## src/rtl/mips_loader_pkg.sv

```systemverilog
// Shared encodings for the instruction-memory loader: FSM states, word size, err bit positions.
// No logic; imported by word_packer and imem_loader.
package mips_loader_pkg;

  typedef enum logic [1:0] {
    ST_IDLE  = 2'd0,
    ST_LOAD  = 2'd1,
    ST_WRITE = 2'd2,
    ST_DONE  = 2'd3
  } state_t;

  localparam int WORD_BYTES   = 4;
  localparam int ERR_OVF      = 0;
  localparam int ERR_MISALIGN = 1;

endpackage

```

## src/rtl/word_packer.sv

```systemverilog
// Packs bytes big-endian into a 32-bit word; zero-fills a word cut short by last.
// Latency: word is valid the cycle after the completing push; no backpressure of its own.
module word_packer
  import mips_loader_pkg::*;
(
  input  logic        clk,
  input  logic        rst,
  input  logic        clr,
  input  logic        push,
  input  logic [7:0]  byte_dat,
  input  logic        last,
  output logic [31:0] word,
  output logic        word_complete,
  output logic        misaligned
);

  logic [1:0] idx;
  logic       at_end;

  assign at_end        = (idx == 2'(WORD_BYTES - 1));
  assign word_complete = push & (at_end | last);
  assign misaligned    = push & last & ~at_end;

  always_ff @(posedge clk or posedge rst) begin
    if (rst) begin
      idx  <= 2'd0;
      word <= 32'h0;
    end else if (clr) begin
      idx  <= 2'd0;
      word <= 32'h0;
    end else if (push) begin
      // Byte 0 reloads the whole word, so any bytes never written stay zero.
      case (idx)
        2'd0:    word          <= {byte_dat, 24'h0};
        2'd1:    word[23:16]   <= byte_dat;
        2'd2:    word[15:8]    <= byte_dat;
        default: word[7:0]     <= byte_dat;
      endcase
      idx <= word_complete ? 2'd0 : idx + 2'd1;
    end
  end

endmodule

```

## src/rtl/imem_loader.sv

```systemverilog
// Streams a byte-wide program into instruction memory and holds the CPU until the load is done.
// Latency: im_we one cycle after the completing byte; in_ready drops for that write cycle (4 bytes / 5 cycles).
module imem_loader
  import mips_loader_pkg::*;
#(
  parameter int          MAX_WORDS = 256,
  parameter logic [31:0] BASE_ADDR = 32'h0000_0000
) (
  input  logic                         clk,
  input  logic                         rst,
  input  logic                         start,
  input  logic                         in_valid,
  input  logic [7:0]                   in_data,
  input  logic                         in_last,
  output logic                         in_ready,
  output logic                         im_we,
  output logic [31:0]                  im_addr,
  output logic [31:0]                  im_wdata,
  output logic                         cpu_hold,
  output logic                         done,
  output logic [$clog2(MAX_WORDS):0]   word_count,
  output logic [1:0]                   err
);

  localparam int CW = $clog2(MAX_WORDS) + 1;

  state_t state, state_nxt;
  logic   ended_last;
  logic   accept, full, push, drop, clr;
  logic   word_complete, misaligned;

  assign accept = in_valid & in_ready;
  assign full   = (word_count == CW'(MAX_WORDS));
  assign push   = accept & ~full;
  assign drop   = accept & full;
  assign clr    = start & ((state == ST_IDLE) | (state == ST_DONE));

  assign im_addr = BASE_ADDR + (32'(word_count) << 2);

  word_packer u_packer (
    .clk           (clk),
    .rst           (rst),
    .clr           (clr),
    .push          (push),
    .byte_dat      (in_data),
    .last          (in_last),
    .word          (im_wdata),
    .word_complete (word_complete),
    .misaligned    (misaligned)
  );

  always_comb begin
    state_nxt = state;
    in_ready  = 1'b0;
    im_we     = 1'b0;
    cpu_hold  = 1'b1;
    done      = 1'b0;
    case (state)
      ST_IDLE: begin
        if (start) state_nxt = ST_LOAD;
      end
      ST_LOAD: begin
        in_ready = 1'b1;
        // Overflowed bytes keep draining; a dropped last byte still ends the load.
        if (word_complete)        state_nxt = ST_WRITE;
        else if (drop && in_last) state_nxt = ST_DONE;
      end
      ST_WRITE: begin
        im_we     = 1'b1;
        state_nxt = ended_last ? ST_DONE : ST_LOAD;
      end
      default: begin
        done     = 1'b1;
        cpu_hold = 1'b0;
        if (start) state_nxt = ST_LOAD;
      end
    endcase
  end

  always_ff @(posedge clk or posedge rst) begin
    if (rst) begin
      state      <= ST_IDLE;
      word_count <= '0;
      err        <= 2'b00;
      ended_last <= 1'b0;
    end else begin
      state <= state_nxt;
      if (clr) begin
        word_count <= '0;
        err        <= 2'b00;
      end else begin
        if (state == ST_WRITE) word_count <= word_count + CW'(1);
        if (drop)              err[ERR_OVF]      <= 1'b1;
        if (misaligned)        err[ERR_MISALIGN] <= 1'b1;
      end
      if (word_complete) ended_last <= in_last;
    end
  end

endmodule

```

## config.mk

```make
export PLATFORM = sky130hd
export DESIGN_NAME = imem_loader
export DESIGN_NICKNAME = d
export VERILOG_FILES = /design/src/rtl/mips_loader_pkg.sv /design/src/rtl/word_packer.sv /design/src/rtl/imem_loader.sv
export SDC_FILE = /design/constraint.sdc
export NUM_CORES = 1
export LEC_CHECK = 0
export CORE_MARGIN = 10
export CORE_UTILIZATION = 43
export DETAILED_ROUTE_END_ITERATION = 6
export DONT_BUFFER_PORTS = 1
export HOLD_SLACK_MARGIN = 0.02
export PLACE_DENSITY = 0.56
export SLEW_MARGIN = 20
export SYNTH_ARGS = -nofsm -noshare
export SYNTH_HDL_FRONTEND = slang
export SYNTH_HIERARCHICAL = 1
export SYNTH_SLANG_ARGS = --single-unit
```

## constraint.sdc

```tcl
create_clock -name clk -period 5.8 [get_ports clk]
set_input_delay 1.74 -clock clk [delete_from_list [all_inputs] [get_ports clk]]
set_output_delay 1.74 -clock clk [all_outputs]
set_load 0.03 [all_outputs]
```

==> impl_results.rst <==
.. list-table::
   :header-rows: 1

   * - Metric
     - Value
   * - Final Net Count
     - 265
   * - CTS sink count
     - 48
   * - Area added between synthesis and finish
     - -1.53%
   * - CTS clk-pin slew, worst paths
     - around 0.09 ns
   * - Root buf cell
     - clkbuf_8
   * - Category of the worst setup path launch point
     - input pin
   * - Number of placement rows
     - 27
   * - Total via count in the routed design
     - approximately 1,700
   * - Leakage power figure
     - approximately 1.2 nW
   * - Number of iterations in the first detailed-routing pass
     - 4
   * - Setup repair after global routing missed its margin
     - no
   * - Required arrival time at the worst endpoint
     - approximately 6 ns
   * - Top-area cell type share of the netlist area
     - between 40% and 50%
   * - Number of buffers inserted by hold repair at cts
     - 0
   * - Cell type with the highest occurrence count on the critical path
     - nor2b_1
   * - Hold violation total from the final report
     - 0
   * - CP cell instances
     - and3_1 > nor2b_1 > nor2b_1 > o22ai_2 > mux2_1
   * - Path category of the worst min-delay check
     - reg2reg
   * - Post-route DRC
     - 0
   * - Layout cell share with drive strength beyond 1
     - 6.97%
   * - Highest cell delay on the worst timing path
     - between 0.6 and 0.7 ns
   * - Setup crit end kind
     - flop
   * - # IOs
     - 92
   * - Largest net degree at the start of global routing
     - between 40 and 50
   * - Core region area
     - 0.00561 mm2
   * - Core occupancy in the finished layout
     - 44.6%
   * - Clock tree from TritonCTS
     - done
   * - Crit path max-delay cell type
     - and3_1
   * - Post-CTS setup repair buffer count
     - 0
   * - Synth Register Bits
     - 48
   * - Fin crit share
     - 53.1%
   * - Arrival time of data at the critical path endpoint
     - about 3.3 ns
   * - Library cell with the largest summed area after synthesis
     - dfrtp_1
   * - Largest vdd supply drop
     - approximately 360 uV
   * - Outcome
     - finished clean
   * - Count of inserted antenna diode cells
     - 0
   * - Post-route minimum period
     - just over 3 ns
   * - Area after detailed placement
     - 0.00239 mm2
   * - TritonCTS buffer count
     - 5
   * - Worst-Margin Slew
     - between 0.7 and 0.8 ns
   * - Number of standard cells in the final layout excluding fillers
     - roughly 320
   * - Worst max-slew margin expressed relative to the limit
     - approximately half
   * - Die height
     - 96.8 um
   * - Fin Clk Skew
     - between 0.004 and 0.005 ns
   * - Combined global-route utilization of all metal layers
     - ~12%
   * - Total power per unit cell area
     - approximately 520 mW/mm2
   * - Total negative setup slack
     - 0 ns
   * - Share of synthesized area occupied by flip-flops and latches
     - between 40% and 50%
   * - Die Span X
     - 96.8 um
   * - Number of cells produced by synthesis
     - ~260
   * - Total setup violations reported at the end of the flow
     - 0
   * - HPWL Detailed
     - around 4200 um
   * - Initial cell density of the core
     - between 40 and 50%
   * - Maximum fanout count along the critical path
     - 21
   * - Setup slack on the worst flop-to-flop path
     - 2.75 ns
   * - Maximum capacitance violations
     - 0
   * - Number of antenna violations at the first check in global routing
     - 0
   * - Area of the mapped netlist
     - 0.00254 mm2
   * - H-Tree Depth
     - 2
   * - Clock insertion delay at the later pin of the skew report
     - around 0.30 ns
   * - Critical Setup Path Class
     - in2reg
   * - Worst-case clock buffer depth
     - 2
   * - Final slew viol count
     - 0
   * - Overall die area
     - about 0.0094 mm2
   * - Count of unique library cells instantiated by Yosys
     - 34
   * - Number of violations reported at the end of detailed-routing iteration 0
     - between 80 and 90
   * - Main area contributors after synthesis
     - dfrtp_1 47%, buf_4 10%, a22oi_1 4.7%, ha_1 4.4%, nor2_1 4.4%
   * - Placed cells
     - 308
   * - Synth Warn #
     - 6
   * - Final std cell area, no fill
     - about 0.0025 mm2
   * - Wire length of the first global-routing pass
     - between 9000 and 10,000 um
   * - RePlAce Congestion
     - between 0.7 and 0.8
   * - Routed Wire Length
     - approximately 5800 um
   * - Synthesized area per cell
     - about 9.8 um2
   * - I/O Buffers
     - 0
   * - Congestion Overflow GR
     - 0
   * - Antenna violation net count after detailed routing
     - 0
   * - F_max
     - 325 MHz
   * - Average via count per standard cell
     - 5.23
   * - Number of gates resized after cts
     - 0
   * - Vias in the first global route
     - between 1,500 and 2,000
   * - Final routed wire length divided by cell count
     - between 15 and 20 um
-- through the flow --
step	power, mW	worst slack [ns]	hold WS (ns)
after CTS	1.31	2.71	0.531
after floorplan	1.02	2.74	0.481
final	1.29	2.72	0.526
after global placement	1.07	2.46	0.507
after detailed placement	1.07	2.41	0.511
after global routing	1.38	2.51	0.537
-- sequential cells by signal (all words and copies together) (netlist names) --
signal	flops
err	2
state	2
ended_last	1
word_count	9
u_packer/word	32
u_packer/idx	2
-- synth_stat cells --
cell       n
nor4b_4    1
nand4_1    2
buf_2      3
nor2_1    30
nand2_1   24
nand3b_1   8
buf_4     34
or3_1      2
ha_1       9
nand3_1   10
xnor2_1    1
a21oi_1   20
o21ai_4    2
and3_1     3
nor3_1     2
o21ai_0    2
nand2b_1   2
nor2b_1    4
clkbuf_1   5
mux2_2     1
conb_1     1
mux2i_1    2
inv_1      9
o22ai_2    1
a31oi_1    1
nor4b_2    1
and2_4     2
mux2_1     1
a41oi_1    1
buf_6      4
and2_1     1
dfrtp_1   48
a22oi_1   16
xor2_1     5
-- critical path, delay by kind of cell --
family          cells  cell delay, ns
compound gates      1            0.17
mux                 1            0.34
simple gates        3            1.02
-- power by group --
| part | internal (mW) | switching [mW] | leakage (nW) |
|---|---|---|---|
| clock network | 0.128 | 0.111 | 0.0552 |
| registers | 0.420 | 0.230 | 0.651 |
| logic | 0.134 | 0.270 | 0.472 |
-- cell type report --
class	count	area, um2
tap	72	90.1
fill	561	3110
clock inverter	2	35.0
multi-input combinational	177	1050
timing repair buffer	2	15.0
inverter	9	33.8
sequential	48	1200
clock buffer	6	72.6
-- layout by cell type, fill, tap and decap left out --
cell type  count
bufinv_16      1
nand2_1       24
o22ai_2        1
nor4b_4        1
nor2b_1        4
mux2_1         1
a31oi_1        1
a22oi_1       16
a41oi_1        1
nand2b_1       2
a21oi_1       20
nand3_1       10
conb_1        23
mux2i_1        2
nor3_1         2
nor4b_2        1
and3_1         3
xnor2_1        1
nor2_1        30
nand4_1        2
inv_1          9
dfrtp_1       48
clkbuf_8       5
buf_4          2
o21ai_4        2
clkbuf_1       1
nand3b_1       8
xor2_1         5
and2_1         1
or3_1          2
o21ai_0        2
and2_4         2
clkinv_2       1
ha_1           9
mux2_2         1
-- path summary, 6_finish.rpt --
kind                            endpoint  depth (start not counted)           from
max in group asynchronous  word_count[1]                          1            rst
hold / removal                ended_last                          1     ended_last
setup / recovery                state[1]                          5       in_valid
min in group asynchronous     ended_last                          1            rst
setup reg to reg                state[1]                          9  word_count[0]
hold reg to reg               ended_last                          1     ended_last
-- per-layer routing --
| metal | routed length [um] | global-route usage [%] | up-vias |
|---|---|---|---|
| li1 | - | - | 773 |
| met1 | 2270 | 13.9 | 803 |
| met3 | 674 | 7.03 | 7 |
| met4 | 44 | 2.37 | 0 |
| met2 | 2860 | 19.1 | 69 |
| met5 | 0 | 0 | - |
-- cell families (layout without fill, tap and decap cells) --
family                   after synthesis  in the layout  synth area share, %
AO/OA/AOI/OAI                         43             43                 11.4
XOR/XNOR                               6              6                 2.07
adder cells (fa/ha/maj)                9              9                 4.44
buffers and inverters                 55             19                 14.5
flip-flops                            48             48                 47.3
multiplexers                           4              4                 1.68
other                                  1             23                0.148
AND/OR/NAND/NOR                       92             92                 18.4
Note: power is estimated with default switching activity, not from simulation.
==> patch 1: new RTL, config.mk and constraints unchanged <==
Encoding of `state_t`: now Gray code (2 bits for 4 states).
--- a/src/rtl/mips_loader_pkg.sv
+++ b/src/rtl/mips_loader_pkg.sv
@@ -3,10 +3,10 @@
 package mips_loader_pkg;
 
   typedef enum logic [1:0] {
-    ST_IDLE  = 2'd0,
-    ST_LOAD  = 2'd1,
-    ST_WRITE = 2'd2,
-    ST_DONE  = 2'd3
+    ST_IDLE  = 2'b00,
+    ST_LOAD  = 2'b01,
+    ST_WRITE = 2'b11,
+    ST_DONE  = 2'b10
   } state_t;
 
   localparam int WORD_BYTES   = 4;
Behaviour: same outputs for any inputs over 10 cycles, from zero or initial values and one cycle with rst high; not proved beyond that.
==> patch 1 against the unedited design <==
Sequential cell count is the same; synthesized area grew 0.30%; largest cell class unchanged; clock power shrank 14%; die area grew 0.23%; setup slack lost 0.13 ns; final area grew 0.15%; power grew 16%; routed wire length grew 6.3%.
==> patch 1: results (changes against the unedited design) <==
| Metric | Value |
|---|---|
| Worst reg-to-reg setup slack | 2.79 ns (+0.04 ns) |
| First-pass GRT wire length | 9920 um (+5.3%) |
| Pleak | 1.16 nW (-1.6%) |
| Crit path arrival time | 1.47 ns (-1.80 ns) |
| M1 WL | 2700 um (+19%) |
| Cell count of the worst reg-to-reg path | 7 (-2) |
| Met3 wire len | 706 um (+4.7%) |
| Total length of routed met2 wires | 2760 um (-3.7%) |
| Post-Synth Adder-Cell Area | 2.95% (-1.5 points) |
| Share of cells above drive strength 1 | 7.97% (+1.0 points) |
| Final clock skew | 0.00721 ns (+0.00278 ns) |
| Detailed-route via count | 1739 (+5.3%) |
| Sequential element share of the synthesized area | 47.2% (-0.14 points) |
| Outcome | finished, final reports clean |
| Worst setup path end | done |
| Portion of netlist area occupied by mux cells | 1.28% (-0.40 points) |
| WL/cell | 19.2 um (+4.0%) |
| Met1 Usage GRT | 16.5% (+2.6 points) |
| Largest fanout on the critical path | 10 (-52%) |
| Compound-cell area share of the yosys netlist | 14.9% (+3.5 points) |
| Share of Yosys cell area claimed by the top area cell type | 47.2% (-0.14 points) |
| Critical R2R Capture | u_packer/word[4]$_DFFE_PP0P_ |
| Hpwl dp | 4510 um (+7.2%) |
| Met3 usage | 5.96% (-1.1 points) |
| Syn Inst Count | 265 (+2.7%) |
| Placed Area | 0.00241 mm2 (+0.84%) |
| GR met2 Demand/Resource | 18.0% (-1.1 points) |
| Max VDD drop | 0.220 mV (-39%) |
| Largest net degree at the start of global routing | 36 (-22%) |
| Slew @ Worst Pin | 0.953 ns (+0.205 ns) |
## patch 1: report_power, final
group	internal, mW	total (mW)	leakage (nW)	switching (mW)
combinational	0.163	0.456	0.477	0.293
clock	0.0953	0.206	0.0473	0.110
sequential	0.451	0.839	0.635	0.388
total	0.709	1.50	1.16	0.792
## patch 1: final cells by class
class | instances | area [um2]
Fill cell | 568 | 3110
Sequential cell | 48 | 1200
Multi-Input combinational cell | 183 | 1060
Tap cell | 72 | 90.1
Clock buffer | 6 | 82.6
Inverter | 11 | 41.3
Timing Repair Buffer | 2 | 15.0
Clock inverter | 1 | 8.76
## patch 1: stage by stage
stage	setup slack, ns	hold WS (ns)
2_1_floorplan	2.84	0.503
3_5_place_dp	2.36	0.535
6_report	2.59	0.550
4_1_cts	2.57	0.554
3_3_place_gp	2.41	0.531
5_1_grt	2.53	0.593
## patch 1: worst max-delay path: stages (launching register included)
cell,delay (ns)
dfrtp_1,0.51
or2b_1,0.40
inv_1,0.27
==> patch 2: new RTL, same flow settings <==
Without the edit above. The parameter `MAX_WORDS` goes from 256 to 1024.
--- a/src/rtl/imem_loader.sv
+++ b/src/rtl/imem_loader.sv
@@ -3,7 +3,7 @@
 module imem_loader
   import mips_loader_pkg::*;
 #(
-  parameter int          MAX_WORDS = 256,
+  parameter int          MAX_WORDS = 1024,
   parameter logic [31:0] BASE_ADDR = 32'h0000_0000
 ) (
   input  logic                         clk,
Interface: changed (resized word_count); port bits go from 92 to 94. The function was not compared with the original's and may differ.
==> patch 2 against the unedited design <==
Global-route usage up 0.61 points; first-iteration DRC count rose by 52%; count of clock-buffer cells in the layout is 1 higher; setup slack got worse by 0.12 ns; power increased by 4.3%; routed wire length grew 8.8%; die area is 4.4% higher; worst hold slack worse by 0.0052 ns; sequential cell count rose by 2; final area grew 5.6%; synthesized area is 5.5% higher; core utilization decreased by 0.53 points; largest cell class unchanged.
==> patch 2: results (changes against the unedited design) <==
| Metric | Value |
|---|---|
| Worst hold path type | flip-flop to flip-flop |
| Post-Synth Adder-Cell Area | 4.21% (-0.23 points) |
| GRT Total Usage | 12.7% (+0.61 points) |
| First-pass GRT wire length | 10100 um (+7.6%) |
| Post-CTS Hold Fix Bufs | 0 (unchanged) |
| Clk. pwr | around 240 uW |
| Synth top cells by count | dfrtp_1, nor2_1, buf_4 |
| Compound-cell area share of the yosys netlist | 11.3% (-0.13 points) |
| Slew @ Worst Pin | 0.761 ns (+0.0122 ns) |
| Initial drt markers | 132 (+52%) |
| Hpwl dp | 4500 um (+6.8%) |
| Place WS | 2.76 ns (+0.349 ns) |
| Synth unique cells | 39 (+15%) |
| Final Non-Filler Cells | 333 (+5.4%) |
| Crit path from | state[0]$_DFFE_PP0P_ |
| Biggest regs | u_packer/word x32, word_count x11 |
| Final clock skew | 0.0122 ns (+0.00781 ns) |
| Met3 wire len | 752 um (+12%) |
| Pleak | 1.22 nW (+3.9%) |
| Crit path arrival time | 1.46 ns (-1.81 ns) |
| DR vias/cell | 5.29 (+1.2%) |
| Antenna Violating Nets Remaining | 0 (unchanged) |
| Vias in the first global route | 1713 (+5.2%) |
| Clock slew at reported path FFs | 0.08 ns |
| Critical R2R Capture | u_packer/word[0]$_DFFE_PP0P_ |
| Largest net degree at the start of global routing | 48 (+4.3%) |
| # rows | 28 (+3.7%) |
| Highest metal used | met4 |
| Portion of netlist area occupied by mux cells | 1.17% (-0.51 points) |
| Total length of routed met2 wires | 2930 um (+2.2%) |
| Met3 usage | 6.84% (-0.18 points) |
| Outcome | finished, final reports clean |
| M1 WL | 2610 um (+15%) |
| DRT Pass-1 Iters | 5 (+1) |
| Cell Pwr Density | 511 mW/mm2 (-1.2%) |
| Clk Latency, worst-skew pair | 0.30 ns (about the same) |
| Syn Inst Count | 275 (+6.6%) |
| Placed Area | 0.00253 mm2 (+5.9%) |
| Initial antenna violation count | 0 (unchanged) |
| Largest fanout on the critical path | 11 (-48%) |
| GR met2 Demand/Resource | 18.3% (-0.78 points) |
| XOR/XNOR Fraction of Synth Area | 2.94% (+0.87 points) |
| Share of power burned in registers | 50.8% (+0.5 points) |
| Worst reg-to-reg setup slack | 3.00 ns (+0.25 ns) |
| Hold WS | 0.520 ns (-0.00523 ns) |
| Share of cells above drive strength 1 | 8.53% (+1.6 points) |
| Largest cells by area after synthesis | dfrtp_1, buf_4, nor2_1 |
| Cell count of the worst reg-to-reg path | 9 (unchanged) |
| P_sw | 643 uW (+5.2%) |
| WL final | 6360 um (+8.8%) |
| Max VDD drop | 0.319 mV (-12%) |
| Routability cong. | 0.743 (-0.30%) |
| Most used DFF post-synth | dfrtp_1 |
| Reg2reg start | word_count[0]$_DFFE_PP0P_ |
| Met1 Usage GRT | 16.0% (+2.1 points) |
| Sequential element share of the synthesized area | 46.7% (-0.61 points) |
-- patch 2: cell count changes after synthesis, sizes merged, moves of 2 or more --
cell	delta
a31oi	+2
and4	+3
clkbuf	+3
dfrtp	+2
nand4	+2
nor2	+4
nor4b	-2
xnor2	+2
-- patch 2: layout make-up --
class                      instances  area, um2
clock buffer                       7       76.3
clock inverter                     1       30.0
fill                             599       3350
sequential                        50       1250
inverter                          10       37.5
timing repair buffer               3       22.5
tap                               75       93.8
multi-input combinational        187       1130
-- patch 2: worst max path at each step --
stage / to / slack [ns] / depth (start not counted)
after floorplan: state[1]$_DFFE_PP0P_ / 2.81 / 8
after CTS: im_we / 2.60 / 2
after global routing: im_we / 2.53 / 2
after global placement: state[1]$_DFFE_PP0P_ / 2.75 / 7
after detailed placement: state[1]$_DFFE_PP0P_ / 2.76 / 7
final: im_we / 2.60 / 2
-- patch 2: critical path: stages (launching register included) --
cell     delay [ns]
dfrtp_1        0.42
inv_1          0.09
ha_1           0.66
